### config.mk
export PLATFORM = sky130hd
export DESIGN_NAME = flash_read_responder_flat
export DESIGN_NICKNAME = d
export VERILOG_FILES = /design/src/rtl/flash_read_if.sv /design/src/rtl/flash_read_responder.sv /design/src/flat_wrapper.sv
export SDC_FILE = /design/constraint.sdc
export NUM_CORES = 1
export LEC_CHECK = 0
export ABC_AREA = 1
export ABC_CLOCK_PERIOD_IN_PS = 3000
export BUFFER_PORTS_ARGS = -buffer_cell sky130_fd_sc_hd__buf_4
export CAP_MARGIN = 10
export CORE_ASPECT_RATIO = 2
export CORE_MARGIN = 5
export CORE_UTILIZATION = 52
export DETAILED_ROUTE_END_ITERATION = 7
export PLACE_DENSITY = 0.83
export SETUP_SLACK_MARGIN = 0.1
export SLEW_MARGIN = 20
export SYNTH_ARGS = -nofsm -noshare
export SYNTH_HDL_FRONTEND = slang
export SYNTH_SLANG_ARGS = --single-unit
### constraint.sdc
create_clock -name clk -period 3 [get_ports clk]
set_input_delay 0.3 -clock clk [delete_from_list [all_inputs] [get_ports clk]]
set_output_delay 0.3 -clock clk [all_outputs]
set_load 0.1 [all_outputs]
### src/rtl/flash_read_if.sv
// ---------------------------------------------------------------------------
// flash_read_if
//   Pipelined flash read bus between a reader (master) and the flash
//   responder (slave).
//
//   flsh_address        master -> slave   word address
//   flsh_read           master -> slave   read request, held until accepted
//   flsh_byteenable     master -> slave   byte lanes to return
//   flsh_waitrequest    slave  -> master  1 = request not accepted this cycle
//   flsh_readdata       slave  -> master  returned word
//   flsh_readdatavalid  slave  -> master  1-cycle pulse, readdata valid
// ---------------------------------------------------------------------------
interface flash_read_if #(
    parameter int ADDR_W = 23,
    parameter int DATA_W = 32
);
    logic [ADDR_W-1:0]   flsh_address;
    logic                flsh_read;
    logic [DATA_W/8-1:0] flsh_byteenable;
    logic                flsh_waitrequest;
    logic [DATA_W-1:0]   flsh_readdata;
    logic                flsh_readdatavalid;

    modport master (
        output flsh_address, flsh_read, flsh_byteenable,
        input  flsh_waitrequest, flsh_readdata, flsh_readdatavalid
    );

    modport slave (
        input  flsh_address, flsh_read, flsh_byteenable,
        output flsh_waitrequest, flsh_readdata, flsh_readdatavalid
    );
endinterface

### src/rtl/flash_read_responder.sv
// ---------------------------------------------------------------------------
// flash_read_responder
//   Slave-side stand-in for the music-player flash. Accepts pipelined word
//   reads after WAIT_CYCLES stall cycles, caps outstanding reads at
//   MAX_PENDING, fetches from a synchronous 1-cycle backing memory and
//   returns each word exactly READ_LATENCY cycles after its accept, in order.
//
//   clk            clock, rising edge
//   rst_n          asynchronous active-low reset
//   flsh           flash read bus (slave side)
//   mem_address    backing-memory word address
//   mem_read       backing-memory read strobe
//   mem_rdata      backing-memory data, valid 1 cycle after mem_read
//   range_err      pulses with readdatavalid for an out-of-range read
//   reads_served   completed-read counter, wraps at 16'hFFFF
// ---------------------------------------------------------------------------
module flash_read_responder #(
    parameter int                ADDR_W       = 23,
    parameter int                DATA_W       = 32,
    parameter logic [ADDR_W-1:0] MAX_ADDRESS  = 23'h7FFFF,
    parameter int                WAIT_CYCLES  = 2,
    parameter int                READ_LATENCY = 3,
    parameter int                MAX_PENDING  = 4
) (
    input  logic               clk,
    input  logic               rst_n,
    flash_read_if.slave        flsh,
    output logic [ADDR_W-1:0]  mem_address,
    output logic               mem_read,
    input  logic [DATA_W-1:0]  mem_rdata,
    output logic               range_err,
    output logic [15:0]        reads_served
);
    localparam int BE_W = DATA_W / 8;
    localparam int L    = READ_LATENCY;

    localparam logic [3:0] WAIT_MAX = 4'(WAIT_CYCLES);
    localparam logic [3:0] PEND_MAX = 4'(MAX_PENDING);

    // Request phase, decoded from the current request and counters.
    localparam logic [1:0] ST_IDLE  = 2'd0;
    localparam logic [1:0] ST_STALL = 2'd1;
    localparam logic [1:0] ST_GRANT = 2'd2;

    logic [1:0]        state;
    logic [3:0]        wcnt;
    logic [3:0]        pending;
    logic              wait_done;
    logic              room;
    logic              accept;
    logic              oor;
    logic              rdv;
    logic [ADDR_W-1:0] mem_addr_q;
    logic [DATA_W-1:0] rdata_q;
    logic [DATA_W-1:0] aligned;
    logic [DATA_W-1:0] out_word;

    // Per-read control pipeline: stage k is the read accepted k+1 cycles ago.
    logic [L-1:0]      c_valid;
    logic [L-1:0]      c_oor;
    logic [BE_W-1:0]   c_be [L];

    // ---------------------------------------------------------------------
    // Accept logic
    // ---------------------------------------------------------------------
    assign wait_done = (wcnt == WAIT_MAX);
    // A slot retiring this cycle can be refilled in the same cycle, so the
    // counter stays within 0..MAX_PENDING while a full pipe keeps streaming.
    assign room      = (pending < PEND_MAX) || rdv;
    // Gating with rst_n keeps waitrequest high during reset even when no
    // stall cycles are configured.
    assign accept    = rst_n && flsh.flsh_read && wait_done && room;
    assign oor       = (flsh.flsh_address > MAX_ADDRESS);

    assign flsh.flsh_waitrequest = !accept;

    always_comb begin
        // NOTE: every combinational output gets a default first so no latch is inferred.
        state = ST_IDLE;
        if (flsh.flsh_read) begin
            state = accept ? ST_GRANT : ST_STALL;
        end
    end

    // Wait counter: counts stall cycles of the current held request and
    // restarts whenever the request is granted or withdrawn.
    always_ff @(posedge clk or negedge rst_n) begin
        // NOTE: clocked state uses non-blocking assignments; combinational blocks use blocking.
        if (!rst_n) begin
            wcnt <= 4'd0;
        end else begin
            case (state)
                ST_STALL: if (!wait_done) wcnt <= wcnt + 4'd1;
                default:  wcnt <= 4'd0;
            endcase
        end
    end

    always_ff @(posedge clk or negedge rst_n) begin
        if (!rst_n) begin
            pending <= 4'd0;
        end else if (accept && !rdv) begin
            pending <= pending + 4'd1;
        end else if (!accept && rdv) begin
            pending <= pending - 4'd1;
        end
    end

    // ---------------------------------------------------------------------
    // Backing-memory request
    // ---------------------------------------------------------------------
    assign mem_read    = accept && !oor;
    assign mem_address = accept ? flsh.flsh_address : mem_addr_q;

    always_ff @(posedge clk or negedge rst_n) begin
        if (!rst_n) begin
            mem_addr_q <= '0;
        end else if (accept) begin
            mem_addr_q <= flsh.flsh_address;
        end
    end

    // ---------------------------------------------------------------------
    // Control pipeline {valid, byteenable, oor}
    // ---------------------------------------------------------------------
    always_ff @(posedge clk or negedge rst_n) begin
        if (!rst_n) begin
            c_valid <= '0;
            c_oor   <= '0;
            for (int k = 0; k < L; k++) c_be[k] <= '0;
        end else begin
            c_valid[0] <= accept;
            c_oor[0]   <= oor;
            c_be[0]    <= flsh.flsh_byteenable;
            for (int k = 1; k < L; k++) begin
                c_valid[k] <= c_valid[k-1];
                c_oor[k]   <= c_oor[k-1];
                c_be[k]    <= c_be[k-1];
            end
        end
    end

    // ---------------------------------------------------------------------
    // Data alignment: memory word appears at accept+1 and is delayed
    // READ_LATENCY-1 further cycles to line up with the control pipeline.
    // ---------------------------------------------------------------------
    if (L == 1) begin : g_lat1
        assign aligned = mem_rdata;
    end else begin : g_latn
        logic [DATA_W-1:0] d_pipe [L-1];

        // NOTE: data stages are not reset; stale words never escape because the reset control pipeline qualifies them.
        always_ff @(posedge clk) begin
            d_pipe[0] <= mem_rdata;
            for (int k = 1; k < L - 1; k++) d_pipe[k] <= d_pipe[k-1];
        end

        assign aligned = d_pipe[L-2];
    end

    // ---------------------------------------------------------------------
    // Response
    // ---------------------------------------------------------------------
    assign rdv = c_valid[L-1];

    always_comb begin
        out_word = '0;
        if (!c_oor[L-1]) begin
            for (int i = 0; i < BE_W; i++) begin
                if (c_be[L-1][i]) out_word[8*i +: 8] = aligned[8*i +: 8];
            end
        end
    end

    // readdata holds the last returned word between responses.
    always_ff @(posedge clk or negedge rst_n) begin
        if (!rst_n) begin
            rdata_q      <= '0;
            reads_served <= 16'd0;
        end else if (rdv) begin
            rdata_q      <= out_word;
            reads_served <= reads_served + 16'd1;
        end
    end

    assign flsh.flsh_readdatavalid = rdv;
    assign flsh.flsh_readdata      = rdv ? out_word : rdata_q;
    assign range_err               = rdv && c_oor[L-1];

endmodule

### src/flat_wrapper.sv
// flat-port wrapper written by rule: the top's interface ports become plain ports
module flash_read_responder_flat 
#(
    parameter int                ADDR_W       = 23,
    parameter int                DATA_W       = 32,
    parameter logic [ADDR_W-1:0] MAX_ADDRESS  = 23'h7FFFF,
    parameter int                WAIT_CYCLES  = 2,
    parameter int                READ_LATENCY = 3,
    parameter int                MAX_PENDING  = 4
)
  (clk, rst_n, mem_address, mem_read, mem_rdata, range_err, reads_served, flsh_flsh_address, flsh_flsh_read, flsh_flsh_byteenable, flsh_flsh_waitrequest, flsh_flsh_readdata, flsh_flsh_readdatavalid);
  flash_read_if #(.ADDR_W(ADDR_W), .DATA_W(DATA_W)) flsh_i ();
  input  logic clk;
  input  logic rst_n;
  output logic [ADDR_W-1:0] mem_address;
  output logic mem_read;
  input  logic [DATA_W-1:0] mem_rdata;
  output logic range_err;
  output logic [15:0] reads_served;
  input wire logic [$bits(flsh_i.flsh_address)-1:0] flsh_flsh_address;
  input wire logic [$bits(flsh_i.flsh_read)-1:0] flsh_flsh_read;
  input wire logic [$bits(flsh_i.flsh_byteenable)-1:0] flsh_flsh_byteenable;
  output wire logic [$bits(flsh_i.flsh_waitrequest)-1:0] flsh_flsh_waitrequest;
  output wire logic [$bits(flsh_i.flsh_readdata)-1:0] flsh_flsh_readdata;
  output wire logic [$bits(flsh_i.flsh_readdatavalid)-1:0] flsh_flsh_readdatavalid;
  assign flsh_i.flsh_address = flsh_flsh_address;
  assign flsh_i.flsh_read = flsh_flsh_read;
  assign flsh_i.flsh_byteenable = flsh_flsh_byteenable;
  assign flsh_flsh_waitrequest = flsh_i.flsh_waitrequest;
  assign flsh_flsh_readdata = flsh_i.flsh_readdata;
  assign flsh_flsh_readdatavalid = flsh_i.flsh_readdatavalid;
  flash_read_responder #(.ADDR_W(ADDR_W), .DATA_W(DATA_W), .MAX_ADDRESS(MAX_ADDRESS), .WAIT_CYCLES(WAIT_CYCLES), .READ_LATENCY(READ_LATENCY), .MAX_PENDING(MAX_PENDING)) u_core (.clk(clk), .rst_n(rst_n), .flsh(flsh_i), .mem_address(mem_address), .mem_read(mem_read), .mem_rdata(mem_rdata), .range_err(range_err), .reads_served(reads_served));
endmodule
# After elaboration in Yosys (flattened, before gate mapping)
# Memory sizes are Yosys's and may differ from the RTL's.
# Index checks and enable logic that the tools add are counted.
# word_totals
out_inout_bits	75
reg_bits	97
word_cells	45
input_bits	62
mem_bits_rw	64
memories	1
# mem_list
name	depth	word_bits	rd	rd_clocked_by_memory_dff	write_ports	line	source
u_core.g_latn.d_pipe	2	32	2	0	2	flash_read_responder.sv:150	logic [DATA_W-1:0] d_pipe [L-1];
# op_classes
n_lt_le_gt_ge	2
addsub	4
eq_ne	3
reduce_logical	12
muxes	13
# ops
cell	count
two-way mux 32 bit	2
two-way mux 8 bit	4
greater-than comparator 23 x 19 -> 1 bit, second input constant	1
two-way mux 23 bit	1
adder 16 x 1 -> 16 bit, second input constant	1
two-way mux 4 bit	4
adder 4 x 1 -> 4 bit, second input constant	2
logical AND 1 bit	7
equality test 4 x 2 -> 1 bit, second input constant	1
less-than comparator 4 x 3 -> 1 bit, second input constant	1
two-way mux 2 bit	2
subtractor 4 x 1 -> 4 bit, second input constant	1
zero test 1 bit	3
equality test 2 x 1 -> 1 bit, second input constant	1
inequality test 2 bit, second input constant	1
nonzero test 2 bit	1
logical OR 1 bit	1

# Longest topological paths before layout
# depth
word_depth	7
mapped_depth	17

# Worst setup path before layout
# Ideal clock, no wire load.
# synth_timing
path_kind	reg2reg
startpoint	register u_core.c_valid[2]
endpoint	register u_core.mem_addr_q[19]
synth_period_minus_slack_ns	3.984
slack_ns	-0.984
path_stages_with_launch	7
arrival_ns	3.631
n_path_buf	2
setup_time_ns	0.353
cell_sequence	dfrtp_1 > buf_6 > inv_6 > o21ai_2 > nand2_1 > buf_6 > o21ai_0
# synth_via
elab_chain_cells	3
# synth_lines
item	line	source
start: declaration	flash_read_responder.sv:59	logic [L-1:0] c_valid;
start signal: indexed assignment	flash_read_responder.sv:136	c_valid[k] <= c_valid[k-1];
logical OR 1 bit	flash_read_responder.sv:69	assign room = (pending < PEND_MAX) || rdv;
logical AND 1 bit	flash_read_responder.sv:72	assign accept = rst_n && flsh.flsh_read && wait_done && room;
two-way mux 23 bit	--	
named net mem_address[19]	flat_wrapper.sv:15	output logic [ADDR_W-1:0] mem_address;
end signal: assignment	flash_read_responder.sv:119	mem_addr_q <= flsh.flsh_address;
end: declaration	flash_read_responder.sv:53	logic [ADDR_W-1:0] mem_addr_q;
# The timed path passes the listed nets, and every way through them passes these cells.
# A chain may end at the register's enable or synchronous reset.

# Worst setup path in the final report
# layout_timing
startpoint	register u_core.c_valid[2]
endpoint	register u_core.pending[3]
# layout_via
elab_chain_cells	5
# layout_lines
item	line	source
logical OR 1 bit	flash_read_responder.sv:69	
logical AND 1 bit	flash_read_responder.sv:72	
zero test 1 bit	flash_read_responder.sv:104	end else if (!accept && rdv) begin
logical AND 1 bit	flash_read_responder.sv:104	
nonzero test 2 bit (no source line)	--	
end signal: assignment	flash_read_responder.sv:103	pending <= pending + 4'd1;
end signal: assignment	flash_read_responder.sv:105	pending <= pending - 4'd1;
end: declaration	flash_read_responder.sv:47	logic [3:0] pending;
# Parallel ways exist; a longest one is shown, timed or not.

==> results.sh <==
export IMPL_max_freq_mhz=377
export IMPL_dr_pass1_iters=4
export IMPL_cts_root_buffer="clkbuf_16"
export IMPL_die_h_um=153
export IMPL_min_period_ns=2.65
export IMPL_path_clk_slew_ns=0.06
export IMPL_cp_max_fo=37
export IMPL_grt_max_degree=53
export IMPL_cp_slowest_cell="dfrtp_1"
export IMPL_vias=3933
export IMPL_crit_path_max_incr_delay_ns=0.58
export IMPL_dp_cells=743
export IMPL_power_density_nw_per_um2=630
export IMPL_critical_path_class="reg2reg"
export IMPL_crit_chain="inv_6 -> o21ai_2 -> nand2_1 -> inv_2 -> ha_1 -> inv_1 -> ha_1 -> or2_2 -> nand3_1 -> nand2_1 -> nand2_1 -> nand2_1"
export IMPL_grt_pass1_wl_mm=20.4
export IMPL_layout_drive_gt1_share_pct=31.8
export IMPL_tightest_slew_ns=0.640
export IMPL_fin_cells=811
export IMPL_status="complete, but fails checks"
export IMPL_relSlewSlack_pct=57.3
export IMPL_place_congestion=0.811
export IMPL_h_tree_depth=4
export IMPL_synth_distinct_cells=30
export IMPL_finalMaxSlewViolations=0
export IMPL_synth_area_leader_cell="dfrtp_1"
export IMPL_num_antenna_cells=0
export IMPL_maxCapViolCount=0
export IMPL_viasPerCell=4.85
export IMPL_crit_top_cell="nand2_1"
export IMPL_clock_path_buffers=2
export IMPL_syn_nets=554
export IMPL_start_util_pct=53.1
export IMPL_wl_per_cell_um=15.5
export IMPL_yosysSeqAreaShare_pct=69.3
export IMPL_yosysMostFrequentCell="nand2_1"
export IMPL_arrival_ns=2.95
export IMPL_num_rows=52
export IMPL_min_period_over_period_pct=88.5
export IMPL_drt_total_wl_mm=12.5
export IMPL_cts_made_buffers=17
export IMPL_p_leak_uw=0.00378
export IMPL_drtIter0Drc=180
export IMPL_critical_path_required_ns=3.30
export IMPL_final_setup_viol_count=0
export IMPL_r2r_cells=12
export IMPL_fp_dieW_um=81.7
export IMPL_grt_overflow=0
export IMPL_finalClockSkew_ns=0.00999
export IMPL_hold_viol_final=1
export IMPL_finalNetCount=732
export IMPL_dieArea_um2=12500
export IMPL_ys_async_sr_fraction_pct=60.2
export IMPL_synth_edf_count=0
export IMPL_postCtsSetupBuffers=0
export IMPL_ys_ff_latch=161
export IMPL_holdCritPathClass="in2async"
export IMPL_clk_latency_ns=0.41
export IMPL_yosys_most_used_dff="dfrtp_1"
export IMPL_yosysTopAreaCellShare_pct=45.4
export IMPL_finalHoldWorstSlack_ns=-0.000986
export IMPL_cts_resized=0
export IMPL_synthTopCellsByCount="180 x nand2_1, 97 x dfrtp_1, 64 x dfxtp_1"
export IMPL_areaGrowthSynthToFinish_pct=38.9
export IMPL_dpl_instance_area_um2=6450
export IMPL_drc=0
export IMPL_synth_area_per_cell_um2=11.0
export IMPL_finalInstanceArea_um2=7430
export IMPL_io_pins=137
export IMPL_violations="negative hold slack"
export IMPL_cts_num_sinks=161
export IMPL_yosys_top_cells_area="dfrtp_1 45%, dfxtp_1 24%, nand2_1 13%"
export IMPL_dp_hpwl_mm=8.47
export IMPL_cts_hold_buf=36
export IMPL_coreArea_um2=10100
export IMPL_finish_utilization_pct=73.7
export IMPL_rsz0062_at_grt="false"
export IMPL_cp_end_kind="flop"
export IMPL_yosysWarnings=0
export IMPL_synth_cells=485
export IMPL_port_buffers=136
export IMPL_grt_usage_pct=21.5
export IMPL_first_global_vias=4333
export IMPL_ir_worst_vdd_mv=0.417
export IMPL_startpoint_type="flop"
export IMPL_synth_cell_area_um2=5350
export IMPL_ant_nets=0
export IMPL_cts_tree="done"
export IMPL_finalPower_uw=4680
export IMPL_antenna_found_initial=0
worst max-delay path: cells and delay by family (launching register included):
family | cells | cell delay [ns]
AND/OR/NAND/NOR | 6 | 0.65
adder cells (fa/ha/maj) | 2 | 0.59
flip-flops | 1 | 0.58
buffers and inverters | 3 | 0.61
AO/OA/AOI/OAI | 1 | 0.10
state kept, by name, indices dropped and copies added, names as in the netlist:
signal / cells
u_core.c_be: 12
u_core.c_oor: 3
u_core.c_valid: 3
u_core.g_latn.d_pipe: 64
u_core.mem_addr_q: 23
u_core.pending: 4
u_core.rdata_q: 32
u_core.reads_served: 16
u_core.wcnt: 4
per-layer routing:
metal,GRT usage [%],vias to the layer above,routed length (um)
li1,-,1862,-
met1,21.7,1908,4240
met2,38.6,145,7280
met3,6.48,18,750
met4,10.4,0,262
met5,0,-,0
power by group:
part	leakage [uW]	switching, uW	total (uW)	internal [uW]
registers	0.00183	34.8	2260	2230
clock network	0.000301	864	2210	1350
logic	0.00165	92.8	204	111
through the flow:
stage | TNS, ns | setup slack (ns)
final | 0 | 0.345
after global routing | 0 | 0.125
after global placement | 0 | 0.562
after floorplan | -0.569 | -0.156
after CTS | 0 | 0.350
after detailed placement | 0 | 0.382
layout make-up:
type,instances,area [um2]
flip-flops and latches,161,3710
fillers,685,2660
multi-input cells,281,1420
repair buffers,175,1400
clock buffers,19,443
clock inverters,13,175
well taps,135,169
inverters,27,106
cells in the final DEF (no fill, tap or decap), drive strengths merged:
master,netlist,final
a21oi,2,2
nand3b,1,1
dfxtp,64,64
o21ai,39,39
buf,14,139
clkinvlp,0,1
xor2,7,7
dfrtp,97,97
ha,6,6
xnor2,5,5
fa,1,1
a211oi,1,1
nand4,3,3
clkbuf,2,19
dlygate4sd3,0,36
bufinv,0,3
nor3,3,3
nand2,182,182
nor2,19,19
clkinv,0,4
or2,3,3
inv,27,32
nand3,9,9
kinds of logic (layout without fill, tap and decap cells):
group / count (synthesis) / after routing / synth area share, %
XOR/XNOR: 12 / 12 / 1.96
AO/OA/AOI/OAI: 42 / 42 / 6.15
AND/OR/NAND/NOR: 220 / 220 / 16.5
flip-flops: 161 / 161 / 69.3
adder cells (fa/ha/maj): 7 / 7 / 1.78
buffers and inverters: 43 / 234 / 4.26
path summary, 6_finish.rpt:
| kind | start | to | slack [ns] |
|---|---|---|---|
| max in group asynchronous | rst_n | u_core.rdata_q[11] | 1.90 |
| setup reg to reg | u_core.c_valid[2] | u_core.pending[3] | 0.35 |
| setup / recovery | u_core.c_valid[2] | u_core.pending[3] | 0.35 |
| hold reg to reg | u_core.g_latn.d_pipe[0][9] | u_core.g_latn.d_pipe[0][41] | 0.32 |
| min in group clk | flsh_flsh_address[12] | u_core.mem_addr_q[12] | 0.11 |
| hold / removal | rst_n | u_core.c_be[0] | -0.001 |
No activity file was read; power rests on OpenSTA's default activity.
